$ cat src/rtl/sisc_ctrl_alu_br.sv
// sisc_ctrl_alu_br -- control-and-compute slice of the SISC multi-cycle CPU.
//   Instruction-sequencing FSM, 32-bit ALU with status flags, and 16-bit
//   branch-target calculator. All outputs are combinational from the state
//   register, instr and stat, so an async reset reaches the outputs at once.
//
// Ports:
//   clk       in   system clock, rising edge
//   rst_f     in   asynchronous active-low reset
//   instr     in   IR: opcode[31:28] mm[27:24] rd[23:20] rs[19:16] rt[15:12] imm[15:0]
//   stat      in   registered status {C,V,N,Z}
//   pc_out    in   current PC
//   rega/regb in   register-file read data
//   alu_out   out  ALU result
//   alu_sts   out  ALU status {C,V,N,Z} of current result
//   alu_op    out  selected ALU function
//   br_addr   out  branch target
//   stat_en, rf_we, wb_sel, rb_sel, pc_sel, pc_write, pc_rst, br_sel, ir_load
//             out  datapath enables / selects
//
// state      | meaning
// -----------+-------------------------------------------------
// START0     | first reset cycle, PC held clear
// START1     | second reset cycle, PC held clear
// FETCH      | load IR, PC <= PC+1
// DECODE     | redirect PC on a taken branch; HLT goes to HALT
// EXECUTE    | load status register for ALU instructions
// MEM        | idle slot, no enables
// WRITEBACK  | register write for ALU instructions
// HALT       | stopped until reset

module sisc_ctrl_alu_br (
  input  logic        clk,
  input  logic        rst_f,
  input  logic [31:0] instr,
  input  logic [3:0]  stat,
  input  logic [15:0] pc_out,
  input  logic [31:0] rega,
  input  logic [31:0] regb,
  output logic [31:0] alu_out,
  output logic [3:0]  alu_sts,
  output logic        stat_en,
  output logic [1:0]  alu_op,
  output logic [15:0] br_addr,
  output logic        rf_we,
  output logic        wb_sel,
  output logic        rb_sel,
  output logic        pc_sel,
  output logic        pc_write,
  output logic        pc_rst,
  output logic        br_sel,
  output logic        ir_load
);

  typedef enum logic [2:0] {
    S_START0    = 3'd0,
    S_START1    = 3'd1,
    S_FETCH     = 3'd2,
    S_DECODE    = 3'd3,
    S_EXECUTE   = 3'd4,
    S_MEM       = 3'd5,
    S_WRITEBACK = 3'd6,
    S_HALT      = 3'd7
  } state_t;

  localparam logic [3:0] OP_ALU = 4'b0001;
  localparam logic [3:0] OP_BRA = 4'b0010;
  localparam logic [3:0] OP_BRR = 4'b0011;
  localparam logic [3:0] OP_BNE = 4'b0100;
  localparam logic [3:0] OP_BNR = 4'b0101;
  localparam logic [3:0] OP_HLT = 4'b1111;

  state_t state_q, state_d;

  logic [3:0]  opcode;
  logic [3:0]  mm;
  logic [15:0] imm;
  logic        is_alu;
  logic        br_taken;

  assign opcode = instr[31:28];
  assign mm     = instr[27:24];
  assign imm    = instr[15:0];
  assign is_alu = (opcode == OP_ALU);

  // ---------------- branch condition and target ----------------
  always_comb begin
    br_taken = 1'b0;
    case (opcode)
      OP_BRA, OP_BRR: br_taken = |(mm & stat);
      OP_BNE, OP_BNR: br_taken = ~|(mm & stat);
      default:        br_taken = 1'b0;
    endcase
  end

  assign br_sel  = (opcode == OP_BRA) || (opcode == OP_BNE);
  // pc_out has already been incremented by the time DECODE evaluates this.
  assign br_addr = br_sel ? imm : (pc_out + imm);

  // ---------------- ALU ----------------
  logic [31:0] opnd_b;
  logic        carry_in;
  logic [32:0] sum;
  logic        is_and;

  assign alu_op = is_alu ? mm[1:0] : 2'b00;
  assign is_and = (alu_op == 2'b11);

  always_comb begin
    opnd_b   = regb;
    carry_in = 1'b0;
    case (alu_op)
      2'b00: begin opnd_b = regb;                    carry_in = 1'b0; end
      2'b01: begin opnd_b = {{16{imm[15]}}, imm};    carry_in = 1'b0; end
      2'b10: begin opnd_b = ~regb;                   carry_in = 1'b1; end
      default: begin opnd_b = regb;                  carry_in = 1'b0; end
    endcase
  end

  // Subtract runs through the same adder as a + ~b + 1, so carry-out
  // doubles as "no borrow" and the overflow rule is shared with add.
  assign sum     = {1'b0, rega} + {1'b0, opnd_b} + {32'b0, carry_in};
  assign alu_out = is_and ? (rega & regb) : sum[31:0];

  always_comb begin
    alu_sts[3] = is_and ? 1'b0 : sum[32];
    alu_sts[2] = is_and ? 1'b0 :
                 ((rega[31] == opnd_b[31]) && (sum[31] != rega[31]));
    alu_sts[1] = alu_out[31];
    alu_sts[0] = (alu_out == 32'b0);
  end

  // ---------------- sequencing FSM ----------------
  always_comb begin
    state_d = state_q;
    case (state_q)
      S_START0:    state_d = S_START1;
      S_START1:    state_d = S_FETCH;
      S_FETCH:     state_d = S_DECODE;
      S_DECODE:    state_d = (opcode == OP_HLT) ? S_HALT : S_EXECUTE;
      S_EXECUTE:   state_d = S_MEM;
      S_MEM:       state_d = S_WRITEBACK;
      S_WRITEBACK: state_d = S_FETCH;
      S_HALT:      state_d = S_HALT;
      default:     state_d = S_START0;
    endcase
  end

  always_ff @(posedge clk or negedge rst_f) begin
    if (!rst_f) state_q <= S_START0;
    else        state_q <= state_d;
  end

  always_comb begin
    stat_en  = 1'b0;
    rf_we    = 1'b0;
    wb_sel   = 1'b0;
    rb_sel   = 1'b0;
    pc_sel   = 1'b0;
    pc_write = 1'b0;
    pc_rst   = 1'b0;
    ir_load  = 1'b0;
    case (state_q)
      S_START0, S_START1: pc_rst = 1'b1;
      S_FETCH: begin
        ir_load  = 1'b1;
        pc_write = 1'b1;
      end
      S_DECODE: begin
        pc_write = br_taken;
        pc_sel   = br_taken;
      end
      S_EXECUTE:   stat_en = is_alu;
      S_WRITEBACK: rf_we   = is_alu;
      default: ;
    endcase
  end

endmodule

$ cat config.mk
export PLATFORM = sky130hd
export DESIGN_NAME = sisc_ctrl_alu_br
export DESIGN_NICKNAME = d
export VERILOG_FILES = /design/src/rtl/sisc_ctrl_alu_br.sv
export SDC_FILE = /design/constraint.sdc
export NUM_CORES = 1
export LEC_CHECK = 0
export BUFFER_PORTS_ARGS = -buffer_cell sky130_fd_sc_hd__buf_2
export CAP_MARGIN = 20
export CORE_AREA = 2 2 102 104
export CTS_BUF_LIST = sky130_fd_sc_hd__clkbuf_8
export CTS_CLUSTER_DIAMETER = 120
export DETAILED_ROUTE_END_ITERATION = 8
export DIE_AREA = 0 0 104 106
export MAX_ROUTING_LAYER = met4
export PLACE_DENSITY = 0.71
export SETUP_SLACK_MARGIN = 0.4
export SYNTH_ARGS = -nofsm -noshare
export SYNTH_HDL_FRONTEND = slang
export SYNTH_SLANG_ARGS = --single-unit
$ cat constraint.sdc
create_clock -name clk -period 10.2 [get_ports clk]
set_clock_uncertainty 0.15 [all_clocks]
set_input_delay 2.55 -clock clk [delete_from_list [all_inputs] [get_ports clk]]
set_output_delay 2.55 -clock clk [all_outputs]
set_load 0.02 [all_outputs]
Word-level counts from Yosys, hierarchy flattened:

Index checks and enable logic that the tools add are counted.
W data, S select, Z words.

* add/sub/neg operators: 3
* bitwise operators: 3
* reduce and logical (&&, ||, !) cells: 10
* muxes and demuxes: 16
* eq/ne operators: 18

Operators with widths (count)
* $pmux W32 S2: 1
* $add A32 B32 Y33: 1
* $add A33 B1 Y33: 1
* $and A32 B32 Y32: 1
* $logic_not A32 Y1: 1
* $mux W32: 1
* $not A32 Y32: 1
* $pmux W3 S7: 1
* $add A16 B16 Y16: 1
* $mux W16: 1
* $eq A3 B3 Y1 const B: 4
* $eq A4 B2 Y1 const B: 2
* $eq A4 B3 Y1 const B: 2
* $mux W1: 8
* $reduce_or A2 Y1: 4
* $eq A3 B2 Y1 const B: 2
* $and A4 B4 Y4: 1
* $eq A2 B2 Y1 const B: 2
* $eq A4 B1 Y1 const B: 1
* $eq A4 B4 Y1 const B: 1
* $mux W2: 2
* $pmux W1 S2: 2
* $reduce_or A4 Y1: 1
* $eq A3 B1 Y1 const B: 1
* 7 further kinds: 7

* input port bits: 118
* word-level logic and storage cells: 51
* register bits after elaboration: 3
* output and inout bits: 63

Depth between registers and ports, before layout:

Gate-level depths: netlist of the first run.

* word-level depth: 9
* depth in mapped cells: 22
* gate-level depth less buffers: 20

Worst setup path after synthesis of the first run:

Ideal clock, no wire load.

* path type: input -> output
* start point: in instr[29]
* end point: out alu_sts[0]
* slack: -0.295 ns
* arrival: 7.795 ns
* cell stages on the path: 22
* cells stage by stage: nor4b_1 > nand2_1 > inv_1 > ha_1 > clkbuf_1 > clkbuf_1 > nand2_1 > o21ai_0 > mux2i_1 > fa_1 > fa_1 > or2b_1 > a21oi_1 > o21ai_0 > o21ai_0 > xnor2_1 > o21ai_0 > or4b_1 > or4_1 > nor4_2 > o211ai_1 > and4b_1

* cells in the longest elaborated chain, start to end: 8
* elaborated cells on any way between the ends: 11

Ends and longest elaborated chain
* start, declared: line 34 `input logic [31:0] instr,`
* $eq A4 B1 Y1 *: line 83 `assign is_alu = (opcode == OP_ALU);`
* $mux W2 *: line 105 `assign alu_op = is_alu ? mm[1:0] : 2'b00;`
* named net alu_op[0]: line 42 `output logic [1:0] alu_op,`
* $eq A2 B2 Y1 or $eq A2 B1 Y1 (tied branches): line 111 `case (alu_op)`
* $pmux W32 S2: line 111
* $add A32 B32 Y33: line 121 `assign sum = {1'b0, rega} + {1'b0, opnd_b} + {32'b0, carry_in};`
* $add A33 B1 Y33: line 121
* $mux W32 *: line 122 `assign alu_out = is_and ? (rega & regb) : sum[31:0];`
* named net alu_out[10]: line 39 `output logic [31:0] alu_out,`
* $logic_not A32 Y1 *: line 129 `alu_sts[0] = (alu_out == 32'b0);`
* end, declared: line 40 `output logic [3:0] alu_sts,`

Mark *: on every way through the listed nets, which the timed path passes. The rest lies on a longest branch.

Worst setup path after layout of the first run:

* start point: in instr[30]
* end point: out alu_sts[0]

* cells in the longest elaborated chain, start to end: 8
* elaborated cells on any way between the ends: 11

Ends and longest elaborated chain (line)
* $eq A4 B1 Y1 *: 83
* $mux W2 *: 105
* $eq A2 B2 Y1 or $eq A2 B1 Y1 (tied branches): 111
* $pmux W32 S2: 111
* $add A32 B32 Y33: 121
* $add A33 B1 Y33: 121
* $mux W32 *: 122
* $logic_not A32 Y1 *: 129

Every way passes the cells marked *; elsewhere a longest branch is shown, timed or not.

==> flow_summary.json, run 1 <==
{
  "grt_start_max_net_pins": 32,
  "grt_util_all_layers_pct": 24.4,
  "synth.top_cell.area_share_pct": 15.9,
  "ys_dominant_reg_cell": "sky130_fd_sc_hd__dfrtp_1",
  "post-route-cell-area_um2": 5310,
  "worst_slew_pin_tran_ns": 0.510,
  "finalWorstPathRequiredPeriod_ns": 9.97,
  "cts_htree_levels": 1,
  "post-dp-hpwl_mm": 11.3,
  "end_kind": "primary output",
  "leakagePower_uw": 0.00267,
  "ioPinCount": 181,
  "cts.hold.buffers_added": 0,
  "clock_latency_ns": 0.22,
  "timing.setup.critical_path_class": "in2out",
  "antenna_found_initial": 0,
  "cap_viol_max_count": 0,
  "pwr_density_cell_nw_per_um2": 95.9,
  "most_frequent_standard_cell_in_the_layout_excluding_fill_and_tap_cells": "sky130_fd_sc_hd__buf_2",
  "worst_slack_ns": 0.229,
  "worst_slew_margin_relative_to_its_limit_pct": 65.6,
  "leading_cell_types_in_the_layout_fill_and_taps_excluded": "170 x sky130_fd_sc_hd__buf_2, 80 x sky130_fd_sc_hd__a21oi_1, 53 x sky130_fd_sc_hd__inv_1",
  "wl_mm": 14.0,
  "clock_path_buffers": 2,
  "synth.cell_area_um2": 3850,
  "clock_tree_from_tritoncts": "yes",
  "final.hold.worst_slack_ns": 0.457,
  "synth-compound-area-share_pct": 37.8,
  "fmax_mhz": 100,
  "final_max_slew_viol_count": 0,
  "worst_hold_path_type": "reg2reg",
  "largest_area_contributor_in_the_netlist": "sky130_fd_sc_hd__ha_1",
  "floorplan.rows": 37,
  "peakVddDrop_uv": 82.7,
  "synth.lib_cells_used.distinct": 66,
  "grt_setup_unrepaired": "true",
  "cts-buffers-inserted": 3,
  "multi_input_area_um2": 3620,
  "fraction_of_the_mapped_netlist_area_in_simple_logic_gates_pct": 25.5,
  "synth.ff_latch_count": 3,
  "clock-sinks": 3,
  "finalNetCount": 953,
  "placement.cell_area_um2": 5070,
  "pre_cts_ws_ns": -0.0608,
  "drt-initial-drc-count": 275,
  "grt_first_pass_wirelength_mm": 22.2,
  "dieArea_um2": 11000,
  "finish.cell_count_without_fillers": 918,
  "finalCritPeriodShare_pct": 97.8,
  "ff_latch_area_um2": 75.1,
  "clk_transition_reported_paths_ns": 0.03,
  "ys_top_cells_by_area": "sky130_fd_sc_hd__ha_1 16%, sky130_fd_sc_hd__a21oi_1 11%, sky130_fd_sc_hd__o21ai_0 6.5%",
  "filler_cell_count_in_the_final_layout": 1022,
  "detail-route-antenna-nets": 0,
  "status": "completed",
  "layout-drive-gt1-share_pct": 32.1,
  "synthXorXnorAreaFrac_pct": 7.74,
  "insertedDiodeCount": 0,
  "replace_congestion": 0.960,
  "critical_path.max_fanout": 4,
  "synth_edf_count": 0,
  "hold_violations": 0,
  "number_of_global_route_vias_before_repair": 4819,
  "fp.dieW_um": 104,
  "synth_seq_area_share_pct": 1.95,
  "first_pass_iters": 5,
  "post-route-drc-count": 0,
  "fp.coreArea_um2": 10000,
  "critical_path_arrival_ns": 7.27,
  "postSynth.asyncResetShare_pct": 100,
  "synthCells": 595,
  "warning_count_from_the_yosys_run": 0,
  "syn-mean-instance-area_um2": 6.46,
  "area_overhead_of_the_layout_relative_to_synthesis_pct": 38.1,
  "route.detailed.vias_per_inst": 5.57,
  "grt_remaining_overflow": 0,
  "setup_viol_count_final": 0,
  "synth_top_family_by_area": "compound AO/OA/AOI/OAI gates",
  "post_synth_fa_ha_maj_area_fraction_pct": 17.5,
  "cts-root-buf": "sky130_fd_sc_hd__clkbuf_8",
  "routed_wire_length_per_instance_um": 15.3,
  "via_count": 5111,
  "dieHeight_um": 106,
  "dp_cells": 909,
  "initial_utilization_pct": 38.5,
  "design_power_total_uw": 509,
  "io_buffer_count": 170,
  "muxShareOfSynthArea_pct": 0.813,
  "cp-start-kind": "input pin",
  "timing.critical_path.required_ns": 7.50
}
-- routing by layer --
layer / routed length, µm / track usage, %
met3: 839 / 3.13
met5: 0 / -
met1: 6220 / 29.4
met4: 178 / 4.05
met2: 6790 / 44.2
-- worst max-delay path: stages --
cell                       delay [ns]
sky130_fd_sc_hd__buf_2           0.13
sky130_fd_sc_hd__nor4b_4         0.33
sky130_fd_sc_hd__nand2_1         0.14
sky130_fd_sc_hd__inv_2           0.10
sky130_fd_sc_hd__ha_4            0.13
sky130_fd_sc_hd__inv_1           0.05
sky130_fd_sc_hd__o21ai_1         0.12
sky130_fd_sc_hd__mux2i_1         0.10
sky130_fd_sc_hd__fa_2            0.36
sky130_fd_sc_hd__fa_2            0.56
sky130_fd_sc_hd__o21ai_4         0.06
sky130_fd_sc_hd__or4_4           0.50
sky130_fd_sc_hd__nor3_4          0.12
sky130_fd_sc_hd__o211ai_1        0.15
sky130_fd_sc_hd__nor4_2          0.17
sky130_fd_sc_hd__or4b_4          0.49
sky130_fd_sc_hd__or4_4           0.46
sky130_fd_sc_hd__nor4_4          0.18
sky130_fd_sc_hd__o211ai_1        0.13
sky130_fd_sc_hd__and4b_2         0.28
sky130_fd_sc_hd__buf_4           0.13
-- synth_stat cells (4+ instances only) --
cell type                  instances
sky130_fd_sc_hd__a21o_1            9
sky130_fd_sc_hd__and3_1           10
sky130_fd_sc_hd__clkbuf_1         17
sky130_fd_sc_hd__a21oi_1          82
sky130_fd_sc_hd__o211ai_1          9
sky130_fd_sc_hd__nor2b_1          11
sky130_fd_sc_hd__ha_1             49
sky130_fd_sc_hd__a221oi_1         16
sky130_fd_sc_hd__o31ai_1           5
sky130_fd_sc_hd__nand2b_1          5
sky130_fd_sc_hd__a21boi_0         20
sky130_fd_sc_hd__nand2_1          48
sky130_fd_sc_hd__inv_1            54
sky130_fd_sc_hd__a31oi_1           4
sky130_fd_sc_hd__o21a_1            4
sky130_fd_sc_hd__xnor2_1          14
sky130_fd_sc_hd__nand3_1          38
sky130_fd_sc_hd__nor2_1           30
sky130_fd_sc_hd__xor2_1           20
sky130_fd_sc_hd__or2_2             5
sky130_fd_sc_hd__o21ai_0          50
sky130_fd_sc_hd__nor3_1            9
-- path summary, 6_finish.rpt --
kind	from	end	slack, ns	depth (start not counted)
max in group asynchronous	rst_f	asynchronous set/reset pin	7.82	1
min in group asynchronous	rst_f	state_q[0]$_DFF_PN0_	1.97	1
setup reg to reg	flip-flop	state_q[1]$_DFF_PN0_	9.05	3
setup / recovery	instr[30]	alu_sts[0]	0.23	21
hold reg to reg	state_q[0]$_DFF_PN0_	state_q[1]$_DFF_PN0_	0.46	1
hold / removal	state_q[0]$_DFF_PN0_	state_q[1]$_DFF_PN0_	0.46	1
-- power breakdown --
group | switching (µW) | internal [µW] | total (µW)
Sequential | 10.7 | 18.1 | 28.8
Clock | 7.74 | 25.6 | 33.3
Combinational | 266 | 182 | 447
-- through the flow --
stage	util, %	TNS [ns]
finish	53.1	0
floorplan	-	0
CTS	52.0	0
global placement	50.8	0
detailed placement	50.8	-0.0608
global route	53.1	0
-- layout make-up --
type / count / share of cell area (%)
clock buffers: 3 / 0.778
clock inverters: 1 / 0.0707
inverters: 55 / 3.93
multi-input cells: 511 / 68.1
flip-flops and latches: 3 / 1.41
well taps: 136 / 3.20
repair buffers: 209 / 22.5
-- cells by family after synthesis --
group / after synthesis
compound gates: 232
xor+xnor: 34
fa+ha+maj: 52
buf+inv: 82
flops: 3
mux: 3
other cells: 1
simple gates: 188
-- timing repair --
item / in CTS / in global routing
setup buffers: 2 / 1
pin swaps: 7 / 12
endpoints found under the hold margin: 0 / 0
endpoints found under the setup margin: 1 / 6
gates cloned: 1 / 1
resized for setup: 7 / 21
Note: power is estimated with default switching activity, not from simulation.
==> inputs of run 2 (changes only) <==
- BUFFER_PORTS_ARGS: -buffer_cell sky130_fd_sc_hd__buf_2 -> -buffer_cell sky130_fd_sc_hd__buf_4
==> flow_summary.json, run 2 (synthesis gave the netlist of run 1 again) <==
{
  "status": "completed",
  "clock_latency_ns": 0.22,
  "crit_chain": "buf_4 > nor4b_4 > nand2_1 > inv_2 > ha_4 > inv_1 > o21ai_0 > mux2i_1 > fa_2 > fa_2 > o21ai_4 > or4_1 > nor3_2 > o211ai_1 > nor4_2 > or4b_1 > or4_4 > nor4_4 > o211ai_1 > and4b_2 > buf_4",
  "dieArea_um2": 11000,
  "leading_cell_types_in_the_layout_fill_and_taps_excluded": "186 x sky130_fd_sc_hd__buf_4, 81 x sky130_fd_sc_hd__a21oi_1, 53 x sky130_fd_sc_hd__inv_1",
  "ff_latch_area_um2": 75.1,
  "critical_path.max_stage_delay_ns": 0.58,
  "grt_util_all_layers_pct": 24.1,
  "clock_tree_from_tritoncts": "yes",
  "drt-initial-drc-count": 190,
  "area_overhead_of_the_layout_relative_to_synthesis_pct": 41.9,
  "replace_congestion": 0.925,
  "worst_slew_pin_tran_ns": 0.567,
  "pwr_density_cell_nw_per_um2": 98.1,
  "number_of_global_route_vias_before_repair": 4888,
  "grt_start_max_net_pins": 32,
  "ioPinCount": 181,
  "cp-start-kind": "input pin",
  "wl_mm": 13.6,
  "multi_input_area_um2": 3540,
  "worst_setup_path_endpoint": "alu_sts[0]",
  "antenna_found_initial": 0,
  "dp_cells": 892,
  "first_pass_iters": 5,
  "fp.coreArea_um2": 10000,
  "setup_viol_count_final": 0,
  "peakVddDrop_uv": 94.0,
  "post-route-drc-count": 0,
  "grt.met3_usage_pct": 3.68,
  "hold_violations": 0,
  "timing.critical_path.required_ns": 7.50,
  "crit_family": "simple AND/OR/NAND/NOR gates",
  "cts-buffers-inserted": 3,
  "globalRouteMet2Util_pct": 43.2,
  "critical_path.max_fanout": 4,
  "clk_transition_reported_paths_ns": 0.03,
  "timing.rr.end": "state_q[1]$_DFF_PN0_",
  "finish.cell_count_without_fillers": 896,
  "cts-root-buf": "sky130_fd_sc_hd__clkbuf_8",
  "post-dp-hpwl_mm": 11.4,
  "worstSetupStartpoint": "instr[30]",
  "grt_first_pass_wirelength_mm": 22.2,
  "grt_setup_unrepaired": "true",
  "clock_path_buffers": 2,
  "grt_remaining_overflow": 0,
  "final_max_slew_viol_count": 0,
  "filler_cell_count_in_the_final_layout": 1012,
  "initial_utilization_pct": 38.5,
  "r2r_slack_ns": 8.97,
  "worst_hold_path_type": "reg2reg",
  "postLayoutCoreUtil_pct": 54.6,
  "timing.critical_path.slowest_stage_cell": "sky130_fd_sc_hd__fa_2",
  "cts_htree_levels": 1,
  "design_power_total_uw": 535,
  "gr-usage-met1_pct": 29.0,
  "grt_most_used_layer": "met2",
  "reg2reg_depth": 3,
  "crit_cells": 21,
  "cts.hold.buffers_added": 0,
  "most_frequent_standard_cell_in_the_layout_excluding_fill_and_tap_cells": "sky130_fd_sc_hd__buf_4",
  "fmax_mhz": 99.0,
  "worst_slew_margin_relative_to_its_limit_pct": 61.8,
  "finalCritPeriodShare_pct": 99.0,
  "cap_viol_max_count": 0,
  "finalNetCount": 931,
  "post-cts-setup-buffer-count": 0,
  "floorplan.rows": 37,
  "io_buffer_count": 170,
  "timing.critical_path.buf_inv": 4,
  "timing.setup.critical_path_class": "in2out",
  "route.detailed.vias_per_inst": 5.68,
  "clock-sinks": 3,
  "dieHeight_um": 106,
  "routed_wire_length_per_instance_um": 15.2,
  "detail-route-antenna-nets": 0,
  "finalWorstPathRequiredPeriod_ns": 10.10,
  "fp.dieW_um": 104,
  "leakagePower_uw": 0.00266,
  "insertedDiodeCount": 0,
  "critical_path_arrival_ns": 7.40,
  "via_count": 5088,
  "layout-drive-gt1-share_pct": 29.1,
  "end_kind": "primary output"
}
## run 2: repair_timing
item                       in CTS  in global routing
pin swaps                       0                  3
setup endpoints to repair       1                  9
gates resized for setup         2                  8
## run 2: where the power goes
group	total [µW]	internal [µW]	switching [µW]
Combinational	471	210	262
Clock	34.3	25.7	8.58
Sequential	29.5	18.0	11.5
Total	535	253	282
## run 2: worst min-delay path by stage
stage / startpoint / endpoint / slack, ns / cells after the start
CTS: state_q[0]$_DFF_PN0_ / state_q[1]$_DFF_PN0_ / 0.47 / 1
floorplan: state_q[0]$_DFF_PN0_ / state_q[1]$_DFF_PN0_ / 0.40 / 1
global route: state_q[0]$_DFF_PN0_ / state_q[1]$_DFF_PN0_ / 0.50 / 1
finish: state_q[0]$_DFF_PN0_ / state_q[1]$_DFF_PN0_ / 0.48 / 1
detailed placement: state_q[0]$_DFF_PN0_ / state_q[1]$_DFF_PN0_ / 0.47 / 1
global placement: state_q[0]$_DFF_PN0_ / state_q[1]$_DFF_PN0_ / 0.42 / 1
## run 2: layout make-up
type	instances	share of cell area, %
Multi-Input combinational cell	511	64.9
Timing Repair Buffer	187	26.0
Inverter	55	3.83
Tap cell	136	3.12
Sequential cell	3	1.38
Clock buffer	3	0.757
Clock inverter	1	0.0688
## run 2: worst reg2reg max path: stages (launching register included)
cell and delay [ns]:
sky130_fd_sc_hd__dfrtp_1 0.44, sky130_fd_sc_hd__a41oi_1 0.26, sky130_fd_sc_hd__nand3_1 0.11, sky130_fd_sc_hd__o21a_1 0.14
## run 2: metrics by stage
step | setup TNS (ns) | hold slack, ns | instance area (µm²) | setup WS, ns
after floorplan | 0 | 0.398 | 3930 | 0.438
after global routing | -0.161 | 0.503 | 5460 | -0.161
final | 0 | 0.483 | 5460 | 0.0995
after CTS | 0 | 0.472 | 5430 | 0.0522
after detailed placement | -0.00799 | 0.465 | 5370 | -0.00799
after global placement | 0 | 0.423 | 5370 | 0.0944
## run 2: routing by layer
metal | up-vias | part of all wire [%]
met4 | 0 | 1.0
met5 | - | 0
met3 | 17 | 8.1
met1 | 2345 | 42
li1 | 2525 | -
met2 | 201 | 49
